`src/rtl/dac_spi_pkg.sv`:
```
// Shared definitions for the DAC SPI transmitter.
// Holds the frame FSM state type, the default word width and sclk divider,
// and a constant-friendly ceiling-log2 helper used to size counters.
package dac_spi_pkg;

  typedef enum logic [1:0] {
    IDLE,
    LOAD,
    SHIFT,
    GAP
  } state_e;

  localparam int DEFAULT_DATA_W     = 16;
  localparam int DEFAULT_CLK_DIV    = 4;
  localparam int DEFAULT_FIFO_DEPTH = 4;

  // Ceiling log2; clog2(1) = 0, clog2(2) = 1, clog2(5) = 3.
  function automatic int clog2(input int value);
    int result;
    int v;
    result = 0;
    v = value - 1;
    while (v > 0) begin
      result = result + 1;
      v = v >> 1;
    end
    return result;
  endfunction

endpackage

```
`src/rtl/sample_fifo.sv`:
```
// Small synchronous FIFO with asynchronous active-high reset.
// Ports:
//   clk, reset        - clock and async reset (empties the FIFO)
//   push_i, wdata_i   - write request and data; ignored while full
//   pop_i, rdata_o    - read request and current head (show-ahead)
//   full_o, empty_o   - occupancy flags
//   level_o           - current occupancy, 0..DEPTH
module sample_fifo
  import dac_spi_pkg::*;
#(
  parameter int  WIDTH = 16,
  parameter int  DEPTH = 4,
  localparam int AW    = clog2(DEPTH),
  localparam int LW    = AW + 1
) (
  input  logic             clk,
  input  logic             reset,
  input  logic             push_i,
  input  logic [WIDTH-1:0] wdata_i,
  input  logic             pop_i,
  output logic [WIDTH-1:0] rdata_o,
  output logic             full_o,
  output logic             empty_o,
  output logic [LW-1:0]    level_o
);

  logic [WIDTH-1:0] mem_q [DEPTH];
  logic [AW-1:0]    wrPtr_q;
  logic [AW-1:0]    rdPtr_q;
  logic [LW-1:0]    level_q;
  logic             pushEn;
  logic             popEn;

  // A full FIFO refuses a push even when a pop frees a slot in the same
  // cycle, so the ready seen upstream only ever depends on registered level.
  always_comb begin
    full_o  = (level_q == LW'(DEPTH));
    empty_o = (level_q == '0);
    pushEn  = push_i && !full_o;
    popEn   = pop_i && !empty_o;
    rdata_o = mem_q[rdPtr_q];
    level_o = level_q;
  end

  // Pointers wrap naturally because DEPTH is a power of two.
  always_ff @(posedge clk or posedge reset) begin
    if (reset) begin
      wrPtr_q <= '0;
      rdPtr_q <= '0;
      level_q <= '0;
    end else begin
      if (pushEn) wrPtr_q <= wrPtr_q + 1'b1;
      if (popEn)  rdPtr_q <= rdPtr_q + 1'b1;
      case ({pushEn, popEn})
        2'b10:   level_q <= level_q + 1'b1;
        2'b01:   level_q <= level_q - 1'b1;
        default: level_q <= level_q;
      endcase
    end
  end

  // Storage needs no reset; the pointers define which entries are live.
  always_ff @(posedge clk) begin
    if (pushEn) mem_q[wrPtr_q] <= wdata_i;
  end

endmodule

```
`src/rtl/dac_spi_tx.sv`:
```
// Serializes buffered samples onto an SPI mode-0 link to an external DAC.
// Ports:
//   clk, reset           - clock and async active-high reset
//   s_data/s_valid/s_ready - sample input handshake into the FIFO
//   dac_sclk/dac_mosi/dac_cs_n - SPI pins, sclk idles low, MSB first
//   busy                 - a frame is in LOAD, SHIFT or GAP
//   frame_done           - one-cycle pulse on the first GAP cycle
//   fifo_level           - current FIFO occupancy
module dac_spi_tx
  import dac_spi_pkg::*;
#(
  parameter int  DATA_W        = DEFAULT_DATA_W,
  parameter int  CLK_DIV       = DEFAULT_CLK_DIV,
  parameter int  FIFO_DEPTH    = DEFAULT_FIFO_DEPTH,
  parameter int  OFFSET_BINARY = 1,
  localparam int LVL_W         = clog2(FIFO_DEPTH) + 1
) (
  input  logic              clk,
  input  logic              reset,
  input  logic [DATA_W-1:0] s_data,
  input  logic              s_valid,
  output logic              s_ready,
  output logic              dac_sclk,
  output logic              dac_mosi,
  output logic              dac_cs_n,
  output logic              busy,
  output logic              frame_done,
  output logic [LVL_W-1:0]  fifo_level
);

  localparam int DIV_W = clog2(CLK_DIV + 1);
  localparam int BIT_W = clog2(DATA_W + 1);
  localparam logic [DIV_W-1:0] DIV_LAST = DIV_W'(CLK_DIV - 1);
  localparam logic [BIT_W-1:0] BIT_LAST = BIT_W'(DATA_W - 1);
  localparam logic             MSB_FLIP = (OFFSET_BINARY != 0);

  state_e            state_q, state_d;
  logic [DIV_W-1:0]  div_q, div_d;
  logic [BIT_W-1:0]  bit_q, bit_d;
  logic              sclk_q, sclk_d;
  logic [DATA_W-1:0] shreg_q, shreg_d;

  logic [DATA_W-1:0] fifoHead;
  logic [DATA_W-1:0] dacWord;
  logic              fifoFull;
  logic              fifoEmpty;
  logic              push;
  logic              pop;
  logic              divEnd;

  assign s_ready = !fifoFull;
  assign push    = s_valid && s_ready;
  assign divEnd  = (div_q == DIV_LAST);
  // Offset-binary conversion is only an MSB flip; no arithmetic.
  assign dacWord = {fifoHead[DATA_W-1] ^ MSB_FLIP, fifoHead[DATA_W-2:0]};

  sample_fifo #(
    .WIDTH (DATA_W),
    .DEPTH (FIFO_DEPTH)
  ) u_fifo (
    .clk     (clk),
    .reset   (reset),
    .push_i  (push),
    .wdata_i (s_data),
    .pop_i   (pop),
    .rdata_o (fifoHead),
    .full_o  (fifoFull),
    .empty_o (fifoEmpty),
    .level_o (fifo_level)
  );

  // State and datapath registers; reset forces the link idle immediately.
  always_ff @(posedge clk or posedge reset) begin
    if (reset) begin
      state_q <= IDLE;
      div_q   <= '0;
      bit_q   <= '0;
      sclk_q  <= 1'b0;
      shreg_q <= '0;
    end else begin
      state_q <= state_d;
      div_q   <= div_d;
      bit_q   <= bit_d;
      sclk_q  <= sclk_d;
      shreg_q <= shreg_d;
    end
  end

  // Next-state logic. The shift register MSB drives mosi directly, so
  // shifting at the end of a high half presents the next bit as sclk falls,
  // keeping mosi stable across the whole high phase.
  always_comb begin
    state_d = state_q;
    div_d   = div_q;
    bit_d   = bit_q;
    sclk_d  = sclk_q;
    shreg_d = shreg_q;
    case (state_q)
      IDLE: begin
        if (!fifoEmpty) state_d = LOAD;
      end
      LOAD: begin
        shreg_d = dacWord;
        div_d   = '0;
        bit_d   = '0;
        sclk_d  = 1'b0;
        state_d = SHIFT;
      end
      SHIFT: begin
        if (divEnd) begin
          div_d = '0;
          if (!sclk_q) begin
            sclk_d = 1'b1;
          end else begin
            sclk_d = 1'b0;
            if (bit_q == BIT_LAST) begin
              shreg_d = '0;
              state_d = GAP;
            end else begin
              bit_d   = bit_q + 1'b1;
              shreg_d = {shreg_q[DATA_W-2:0], 1'b0};
            end
          end
        end else begin
          div_d = div_q + 1'b1;
        end
      end
      GAP: begin
        if (divEnd) begin
          div_d   = '0;
          state_d = fifoEmpty ? IDLE : LOAD;
        end else begin
          div_d = div_q + 1'b1;
        end
      end
      default: state_d = IDLE;
    endcase
  end

  // Outputs decoded from registered state; cs_n covers LOAD and SHIFT so it
  // falls one cycle before the shift phase begins.
  always_comb begin
    dac_cs_n   = !((state_q == LOAD) || (state_q == SHIFT));
    dac_sclk   = sclk_q;
    dac_mosi   = shreg_q[DATA_W-1];
    busy       = (state_q != IDLE);
    frame_done = (state_q == GAP) && (div_q == '0);
    pop        = (state_q == LOAD);
  end

endmodule

```
`config.mk`:
```
export PLATFORM = sky130hd
export DESIGN_NAME = dac_spi_tx
export DESIGN_NICKNAME = d
export VERILOG_FILES = /design/src/rtl/dac_spi_pkg.sv /design/src/rtl/sample_fifo.sv /design/src/rtl/dac_spi_tx.sv
export SDC_FILE = /design/constraint.sdc
export NUM_CORES = 1
export LEC_CHECK = 0
export BUFFER_PORTS_ARGS = -buffer_cell sky130_fd_sc_hd__buf_2
export CORE_UTILIZATION = 25
export DETAILED_ROUTE_END_ITERATION = 10
export PLACE_DENSITY = 0.42
export SYNTH_ARGS = -nofsm -noshare
export SYNTH_HDL_FRONTEND = slang
export SYNTH_HIERARCHICAL = 1
export SYNTH_SLANG_ARGS = --single-unit
```
`constraint.sdc`:
```
create_clock -name clk -period 3 [get_ports clk]
set_clock_uncertainty 0.1 [all_clocks]
set_input_delay 0.3 -clock clk [delete_from_list [all_inputs] [get_ports clk]]
set_output_delay 0.3 -clock clk [all_outputs]
set_load 0.01 [all_outputs]
```
==> key figures <==
Worst setup path
  • Worst setup SP type: flip-flop
  • Worst Setup End Kind: flip-flop
  • Worst endpoint data arrival time: 2.47 ns
  • Setup CP Type: flip-flop to flip-flop
  • Critical Path RT: 3.13 ns
  • CP Max Fanout: 33

Routing
  • Routed length on met1: 3.70 mm
  • Vias after detailed routing: 2330
  • Wire length on met2: 3.63 mm
  • 1st-pass router iterations: 4
  • Uppermost layer routed: met4
  • # DRC: 0
  • Final ANT Viol Nets: 0
  • 1st-iter DRT viols: 83
  • Vias per cell: 4.29
  • Final WL: 7.70 mm
  • Routed len/inst: 14.2 um
  • Metal3 WL: 207 um

Yosys
  • Synthesized area per cell: 15.1 um^2
  • Net Count, Synth: 317
  • Count leader, synth: edfxtp_1
  • Cell variety after synth: 43
  • Ranking of synthesized cells by area: edfxtp_1, dfrtp_1, mux4_1
  • Number of enable flip-flop cells after synthesis: 64
  • Register area share after synthesis: 64.7%
  • Ys async rst share: 34.7%
  • Share of the synthesized area in the top cell type: 44.9%
  • YS warnings: 6
  • Mapped Area: 4280 um^2
  • Most used flip-flop cell after synthesis: edfxtp_1
  • Largest area contributor in the netlist: edfxtp_1
  • Top cells by count, synth: edfxtp_1, dfrtp_1, inv_1
  • Register bit total from synthesis: 98
  • Cells after synthesis: 283

Cells and area
  • Share of layout cells above drive strength 1: 19.5%
  • Non-Filler Instances: 543
  • Final #Nets: 352
  • Post-route cell area: 5000 um^2
  • Final core occ: 30.1%
  • Antenna diodes: 0
  • Syn-to-layout area delta: 16.8%
  • FILL cells: 1643

STA
  • Setup_tns: 0 ns
  • Slew Limit Fails: 0
  • Final Hold Vio Count: 0
  • Worst setup margin: 0.658 ns
  • Tcrit/Tclk final: 78.1%
  • Least-Margin Pin Slew: 0.827 ns
  • Min Tclk post-route: 2.34 ns
  • RSZ-0062 raised after global routing: no
  • Setup violations, final: 0
  • Relative slew slack: 44.8%
  • Achievable frequency: 427 MHz

Clock tree
  • Clk Latency, worst-skew pair: 0.34 ns
  • CTS tree: built
  • Clock sink total: 98
  • Htree depth: 3
  • PostCTS Resize Cnt: 0
  • Worst-path clk slew: 0.06 ns
  • Num CTS Buffers: 9
  • # hold bufs at CTS: 1
  • Total setup buffers inserted after CTS: 0
  • CTS Buffer Depth: 2
  • Root Driver: clkbuf_16

Place
  • Placed cell area: 4680 um^2
  • IO Port Bufs: 27
  • RePlAce Congestion: 0.653
  • HPWL after DPL: 5.08 mm
  • DP Cell Count: 526
  • DP Worst Slack: 0.669 ns

Die
  • Initial core utilization: 25.7%
  • Die area: 17700 um^2
  • Chip Height: 133 um
  • I/O pin cnt: 28
  • Die Wd: 133 um
  • Row count: 47
  • Core area: 16600 um^2

GRT
  • First-pass GRT wire length: 12.8 mm
  • Initial antenna violation count: 0
  • Vias in the first global route: 2396
  • Gr ovfl total: 0
  • Total track usage: 9.53%
  • Largest net degree at the start of global routing: 34

Hold path
  • Hold Path Class: primary input to flip-flop

Power and ir drop
  • VDD IR max: 0.352 mV
  • Power density cells: 984 nW/um^2
  • Leakage dissipation: 1.93 nW

Job
  • MaxCap Viol Count: 0

Status
  • Outcome: complete, no violations
path summary, 6_finish.rpt:
check	start	to	slack, ns	depth (start not counted)
max	state_q[0]	state_q[0]	0.66	6
min	s_data[6]	u_fifo/mem_q[2][6]	0.07	1
max reg2reg	state_q[0]	state_q[0]	0.66	6
min reg2reg	shreg_q[12]	shreg_q[12]	0.39	1
max in group asynchronous	reset	shreg_q[9]	2.04	4
min in group asynchronous	reset	u_fifo/wrPtr_q[0]	0.36	3
cell families after synthesis:
group | share of synthesized area [%]
AO/OA/AOI/OAI | 7.71
XOR/XNOR | 1.64
adder cells (fa/ha/maj) | 4.56
buffers and inverters | 4.41
flip-flops | 64.7
multiplexers | 10.2
AND/OR/NAND/NOR | 6.78
layout make-up:
class | instances | area, um^2 | area share (%)
sequential | 98 | 2770 | 55.4
tap | 220 | 275 | 5.50
inverter | 29 | 109 | 2.18
multi-input combinational | 143 | 1320 | 26.4
clock buffer | 11 | 233 | 4.65
clock inverter | 5 | 78.8 | 1.58
timing repair buffer | 37 | 213 | 4.25
placed cells by master (no fill, tap or decap), drive strengths merged, types with 11 or more instances in the layout:
cell type,netlist,layout
o21a,12,12
clkbuf,5,11
ha,14,14
nand2,17,17
mux4,16,16
o221ai,11,11
dfrtp,34,34
inv,29,29
edfxtp,64,64
buf,8,36
state kept, by name, indices dropped and copies added, names as in the netlist:
signal	flops
bit_q	5
dac_sclk	1
div_q	3
shreg_q	16
state_q	2
u_fifo/level_o	3
u_fifo/mem_q	64
u_fifo/rdPtr_q	2
u_fifo/wrPtr_q	2
through the flow:
| stage | hold slack [ns] | power (W) |
|---|---|---|
| 2_1_floorplan | 0.00340 | 0.00333 |
| 3_3_place_gp | 0.175 | 0.00375 |
| 3_5_place_dp | 0.173 | 0.00379 |
| 4_1_cts | 0.0597 | 0.00501 |
| 5_1_grt | 0.0597 | 0.00526 |
| 6_report | 0.0697 | 0.00492 |
per-layer routing:
layer	vias up	GRT usage, %
met4	0	4.79
li1	1114	-
met3	12	2.07
met2	38	14.7
met5	-	0
met1	1166	12.6
critical path, stage by stage, from the launching register on:
cell      delay, ns
dfrtp_1        0.42
inv_1          0.14
ha_1           0.23
buf_4          0.33
nor2b_1        0.46
a2111o_1       0.22
mux2_4         0.31
report_power, final:
group	switching, W	internal (W)	leakage (nW)
clock	0.000480	0.000728	0.143
sequential	0.000229	0.00184	0.992
combinational	0.000878	0.000769	0.795
total	0.00159	0.00334	1.93
Power figures use the tool's default switching activity.
